--- src/rtl/a2d_conv_sched_if.sv ---
// Signal bundle between the A2D conversion scheduler (master) and the
// balance-control / A2D SPI side (slave).
interface a2d_conv_sched_if #(
  parameter int PER_W = 16,
  parameter int ERR_W = 8
);
  logic             en;
  logic [PER_W-1:0] period;
  logic             conv_done;
  logic             err_clr;
  logic             nxt;
  logic             busy;
  logic [1:0]       ch_idx;
  logic             frame_vld;
  logic             timeout_err;
  logic             overrun;
  logic [ERR_W-1:0] tmo_cnt;

  modport master (
    input  en, period, conv_done, err_clr,
    output nxt, busy, ch_idx, frame_vld, timeout_err, overrun, tmo_cnt
  );

  modport slave (
    output en, period, conv_done, err_clr,
    input  nxt, busy, ch_idx, frame_vld, timeout_err, overrun, tmo_cnt
  );
endinterface

--- src/rtl/a2d_conv_sched.sv ---
// Paces A2D conversions: periodic nxt strobes, 4-channel round-robin index,
// per-conversion watchdog, overrun detection and frame-complete strobe.
module a2d_conv_sched #(
  parameter int PER_W   = 16,
  parameter int TMO_CYC = 4096,
  parameter int ERR_W   = 8
) (
  input  logic             clk,
  input  logic             rst,
  a2d_conv_sched_if.master bus
);

  localparam int WD_W = (TMO_CYC > 1) ? $clog2(TMO_CYC) : 1;
  localparam logic [WD_W-1:0] TMO_LAST = WD_W'(TMO_CYC - 1);

  typedef enum logic [1:0] {
    IDLE  = 2'd0,
    WAIT  = 2'd1,
    ISSUE = 2'd2,
    BUSY  = 2'd3
  } state_t;

  state_t           state_r, state_s;
  logic [PER_W-1:0] cnt_r;
  logic             pending_r;
  logic [WD_W-1:0]  wd_r;
  logic [1:0]       ch_idx_r;
  logic             timeout_err_r;
  logic             overrun_r;
  logic [ERR_W-1:0] tmo_cnt_r;

  logic tick_s, busy_tick_s, issue_s, done_s, tmo_s;

  assign tick_s      = (state_r != IDLE) && (cnt_r == {PER_W{1'b0}});
  assign busy_tick_s = tick_s && ((state_r == ISSUE) || (state_r == BUSY));

  // Next-state decode; conv_done has priority over the watchdog expiring.
  always_comb begin
    state_s = state_r;
    issue_s = 1'b0;
    done_s  = 1'b0;
    tmo_s   = 1'b0;
    case (state_r)
      IDLE: begin
        if (bus.en) state_s = WAIT;
        else        state_s = IDLE;
      end
      WAIT: begin
        if (!bus.en) begin
          state_s = IDLE;
        end else if (tick_s || pending_r) begin
          state_s = ISSUE;
          issue_s = 1'b1;
        end else begin
          state_s = WAIT;
        end
      end
      ISSUE: state_s = BUSY;
      BUSY: begin
        if (bus.conv_done) begin
          done_s  = 1'b1;
          state_s = bus.en ? WAIT : IDLE;
        end else if (wd_r == TMO_LAST) begin
          tmo_s   = 1'b1;
          state_s = bus.en ? WAIT : IDLE;
        end else begin
          state_s = BUSY;
        end
      end
      default: state_s = IDLE;
    endcase
  end

  // State, period counter, watchdog, channel index and error bookkeeping.
  always_ff @(posedge clk) begin
    if (rst) begin
      state_r       <= IDLE;
      cnt_r         <= {PER_W{1'b0}};
      pending_r     <= 1'b0;
      wd_r          <= {WD_W{1'b0}};
      ch_idx_r      <= 2'd0;
      timeout_err_r <= 1'b0;
      overrun_r     <= 1'b0;
      tmo_cnt_r     <= {ERR_W{1'b0}};
    end else begin
      state_r <= state_s;

      if (state_r == IDLE) begin
        if (bus.en) cnt_r <= bus.period;
      end else if (tick_s) begin
        cnt_r <= bus.period;
      end else begin
        cnt_r <= cnt_r - PER_W'(1'b1);
      end

      // Ticks landing while a conversion is outstanding collapse into one pending request.
      if ((state_r == IDLE) || issue_s) pending_r <= 1'b0;
      else if (busy_tick_s)             pending_r <= 1'b1;

      if (state_r == ISSUE)     wd_r <= {WD_W{1'b0}};
      else if (state_r == BUSY) wd_r <= wd_r + WD_W'(1'b1);

      if (done_s) ch_idx_r <= ch_idx_r + 2'd1;

      if (tmo_s)            timeout_err_r <= 1'b1;
      else if (bus.err_clr) timeout_err_r <= 1'b0;

      if (busy_tick_s)      overrun_r <= 1'b1;
      else if (bus.err_clr) overrun_r <= 1'b0;

      if (tmo_s && (tmo_cnt_r != {ERR_W{1'b1}})) tmo_cnt_r <= tmo_cnt_r + ERR_W'(1'b1);
    end
  end

  assign bus.nxt         = (state_r == ISSUE);
  assign bus.busy        = (state_r == ISSUE) || (state_r == BUSY);
  assign bus.frame_vld   = done_s && (ch_idx_r == 2'd3);
  assign bus.ch_idx      = ch_idx_r;
  assign bus.timeout_err = timeout_err_r;
  assign bus.overrun     = overrun_r;
  assign bus.tmo_cnt     = tmo_cnt_r;

endmodule

--- src/flat_wrapper.sv ---
// flat-port wrapper written by rule: the top's interface ports become plain ports
module a2d_conv_sched_flat 
#(
  parameter int PER_W   = 16,
  parameter int TMO_CYC = 4096,
  parameter int ERR_W   = 8
)
  (clk, rst, bus_en, bus_period, bus_conv_done, bus_err_clr, bus_nxt, bus_busy, bus_ch_idx, bus_frame_vld, bus_timeout_err, bus_overrun, bus_tmo_cnt);
  a2d_conv_sched_if #(.PER_W(PER_W), .ERR_W(ERR_W)) bus_i ();
  input  logic clk;
  input  logic rst;
  input wire logic [$bits(bus_i.en)-1:0] bus_en;
  input wire logic [$bits(bus_i.period)-1:0] bus_period;
  input wire logic [$bits(bus_i.conv_done)-1:0] bus_conv_done;
  input wire logic [$bits(bus_i.err_clr)-1:0] bus_err_clr;
  output wire logic [$bits(bus_i.nxt)-1:0] bus_nxt;
  output wire logic [$bits(bus_i.busy)-1:0] bus_busy;
  output wire logic [$bits(bus_i.ch_idx)-1:0] bus_ch_idx;
  output wire logic [$bits(bus_i.frame_vld)-1:0] bus_frame_vld;
  output wire logic [$bits(bus_i.timeout_err)-1:0] bus_timeout_err;
  output wire logic [$bits(bus_i.overrun)-1:0] bus_overrun;
  output wire logic [$bits(bus_i.tmo_cnt)-1:0] bus_tmo_cnt;
  assign bus_i.en = bus_en;
  assign bus_i.period = bus_period;
  assign bus_i.conv_done = bus_conv_done;
  assign bus_i.err_clr = bus_err_clr;
  assign bus_nxt = bus_i.nxt;
  assign bus_busy = bus_i.busy;
  assign bus_ch_idx = bus_i.ch_idx;
  assign bus_frame_vld = bus_i.frame_vld;
  assign bus_timeout_err = bus_i.timeout_err;
  assign bus_overrun = bus_i.overrun;
  assign bus_tmo_cnt = bus_i.tmo_cnt;
  a2d_conv_sched #(.PER_W(PER_W), .TMO_CYC(TMO_CYC), .ERR_W(ERR_W)) u_core (.clk(clk), .rst(rst), .bus(bus_i));
endmodule
--- config.mk ---
export PLATFORM = sky130hd
export DESIGN_NAME = a2d_conv_sched_flat
export DESIGN_NICKNAME = d
export VERILOG_FILES = /design/src/rtl/a2d_conv_sched_if.sv /design/src/rtl/a2d_conv_sched.sv /design/src/flat_wrapper.sv
export SDC_FILE = /design/constraint.sdc
export NUM_CORES = 1
export LEC_CHECK = 0
export CAP_MARGIN = 20
export CORE_MARGIN = 5
export CORE_UTILIZATION = 51
export CTS_BUF_LIST = sky130_fd_sc_hd__clkbuf_8
export DETAILED_ROUTE_END_ITERATION = 16
export HOLD_SLACK_MARGIN = 0.05
export PLACE_DENSITY_LB_ADDON = 0.25
export SETUP_SLACK_MARGIN = 0.4
export SYNTH_ARGS = -nofsm -noshare
export SYNTH_HDL_FRONTEND = slang
export SYNTH_SLANG_ARGS = --single-unit
--- constraint.sdc ---
create_clock -name clk -period 4.5 [get_ports clk]
set_input_delay 0.45 -clock clk [delete_from_list [all_inputs] [get_ports clk]]
set_output_delay 0.45 -clock clk [all_outputs]
set_load 0.02 [all_outputs]
==> out/metrics.cfg <==
[run_status]
status = complete, no violations

[routing]
antenna_left = 0
wire_per_inst_um = 15.3
drtIter0Drc = 240
drc_errors = 0
vias = 2284
routed_wl_um = 5730
vias_per_cell = 6.11
first_pass_iters = 4

[job]
maxCapViolCount = 0

[cts]
cts_tree = done
cts_root_buf = clkbuf_8
clk_latency_ns = 0.30
clk_pin_slew_ns = 0.09
postCtsSetupRepairBufs = 0
cts.sinks = 43
cts_buffers = 5
h-tree-depth = 2
cts.repair.resized = 0
clk_path_buf_depth = 2
ctsHoldBuffers = 0

[floorplanning]
die_area_um2 = 6180
chipHeight_um = 78.6
fp.dieW_um = 78.6
rows = 25
io-pin-count = 36
core_um2 = 4660
start_util = 0.515

[sta]
min_period_over_period = 0.523
max_slew_margin = 0.591
setup_ws_ns = 2.15
rsz0062_at_grt = no
fin_hold_ws_ns = 0.463
clock_skew_ns = 0.00573
fmax_mhz = 425
worst_pin_slew_ns = 0.609
setup_violations = 0
finalMaxSlewViolations = 0
hold_viol_final = 0
finalSetupTns_ns = 0
post-route-min-period_ns = 2.35

[placed_design]
dp_slack_ns = 2.17
dp_hpwl_um = 4000
portBuffers = 35
gp_congestion = 0.891
placed_cells = 366

[synthesis]
postSynthCellCount = 291
ys_seq_area_frac = 0.359
avgSynthCellArea_um2 = 8.25
synth-async-reset-ratio = 0
synthFlopType = dfxtp_1
syn_nets = 317
yosysWarnings = 0
synth-edff-count = 0
ys_types = 51
ys_ff_latch = 43
syn-cell-area_um2 = 2400

[finish]
nFillCells = 420
area_delta_synth_final_pct = 19.0
num_antenna_cells = 0
final_cells = 374
final_nets = 345
drive_gt1_frac = 0.0875

[worst_setup_path]
reg2reg_slack_ns = 2.33
start_kind = flop
worstSetupPathType = reg2out
crit_fanout = 16
regToRegStartpoint = u_core.cnt_r[2]
cp.required_ns = 4.05
endpoint_kind = output pin
r2r_cells = 5
reg2reg_to = u_core.cnt_r[4]
crit_arrival_ns = 1.90

[hold_path]
min-delay-start = u_core.bus.overrun
hold_path.class = reg2reg
min_path_cells = 2
holdPathEnd = u_core.bus.overrun

[global_route]
grt_overflow = 0
grt_max_degree = 36
grt_pass1_wl_um = 9790
grt_pass1_vias = 2107
antenna_found_initial = 0
track_usage = 0.193

[power_and_ir_drop]
leakagePower_nw = 1.01
totalPowerFinal_mw = 0.967
peakVddDrop_v = 0.000147
power_density_nw_per_um2 = 338

## cell families after synthesis
group           share of synthesized area
simple gates                        0.332
compound gates                      0.178
flops                               0.359
buf+inv                            0.0406
xor+xnor                           0.0474
fa+ha+maj                          0.0261
mux                                0.0172
## sequential cells by signal (all words and copies together), names as in the netlist
register,cells
u_core.bus.ch_idx,2
u_core.bus.timeout_err,1
u_core.cnt_r,16
u_core.pending_r,1
u_core.state_r,2
u_core.wd_r,12
u_core.bus.overrun,1
u_core.bus.tmo_cnt,8
## power by group
part / internal (mW) / switching, mW / total, mW
registers: 0.404 / 0.0386 / 0.443
clock network: 0.125 / 0.139 / 0.264
logic: 0.111 / 0.150 / 0.260
## per-layer routing
layer  track usage  part of all wire  wire length [um]  up-vias
li1              -                 -                 -     1142
met1         0.277              0.50              2860     1074
met2         0.289              0.44              2510       61
met3        0.0390             0.049               283        7
met4        0.0577             0.013                75        0
met5             0                 0                 0        -
## cells in the final DEF, fill, tap and decap left out, types with 2 or more instances in the layout
master / instances
a211o_1: 3
a211oi_1: 3
a21oi_1: 21
a221oi_1: 2
a22oi_1: 2
a31o_2: 2
a31oi_1: 6
and2_1: 3
and3_1: 4
and4_1: 2
buf_4: 2
clkbuf_8: 6
clkdlybuf4s50_1: 35
dfxtp_1: 43
ha_1: 5
inv_1: 6
mux2i_1: 3
nand2_1: 19
nand3_1: 20
nand4_1: 12
nor2_1: 32
nor2b_1: 4
nor3_1: 9
nor4_1: 6
nor4_4: 3
nor4b_1: 2
o21ai_0: 13
o311a_1: 2
o31a_1: 4
or2_2: 5
or3_1: 8
xnor2_1: 3
xor2_1: 10
## Yosys cell counts, types with 4 or more instances
library cell | n | area share
inv_1 | 6 | 0.0094
nand2_1 | 19 | 0.030
nand4_1 | 12 | 0.031
and3_1 | 4 | 0.010
a31oi_1 | 6 | 0.016
xor2_1 | 10 | 0.036
or2_2 | 5 | 0.013
clkbuf_1 | 10 | 0.016
o31a_1 | 4 | 0.015
a21oi_1 | 21 | 0.044
nor2_1 | 32 | 0.050
ha_1 | 5 | 0.026
nor3_1 | 9 | 0.019
nor2b_1 | 4 | 0.010
or3_1 | 8 | 0.021
nor4_1 | 6 | 0.016
nand3_1 | 20 | 0.042
o21ai_0 | 13 | 0.027
dfxtp_1 | 43 | 0.36
## through the flow
stage	util	cell area, um^2
floorplan	-	2400
global placement	0.592	2760
detailed placement	0.592	2760
CTS	0.613	2860
global route	0.613	2860
finish	0.613	2860
## worst max-delay path by stage
stage | start | endpoint | slack, ns
2_1_floorplan | bus_conv_done | u_core.bus.tmo_cnt[5] | 2.77
3_3_place_gp | bus_conv_done | u_core.bus.tmo_cnt[7] | 2.23
3_5_place_dp | bus_conv_done | u_core.bus.tmo_cnt[5] | 2.17
4_1_cts | u_core.state_r[1] | bus_frame_vld | 2.14
5_1_grt | u_core.state_r[1] | bus_frame_vld | 1.98
6_report | u_core.state_r[1] | bus_frame_vld | 2.15
## critical path, cell delays in order (launching register included)
cell             delay (ns)
dfxtp_1                0.62
nand3_1                0.24
nor2_1                 0.13
clkdlybuf4s50_1        0.61
## area by class of cell
cell class,count,area (um^2),area share
Tap cell,54,67.6,0.0236
Clock buffer,6,82.6,0.0289
Inverter,6,22.5,0.00788
Multi-Input combinational cell,226,1440,0.505
Clock inverter,2,16.3,0.00569
Sequential cell,43,861,0.301
Timing Repair Buffer,37,365,0.128
Note: power is estimated with default switching activity, not from simulation.
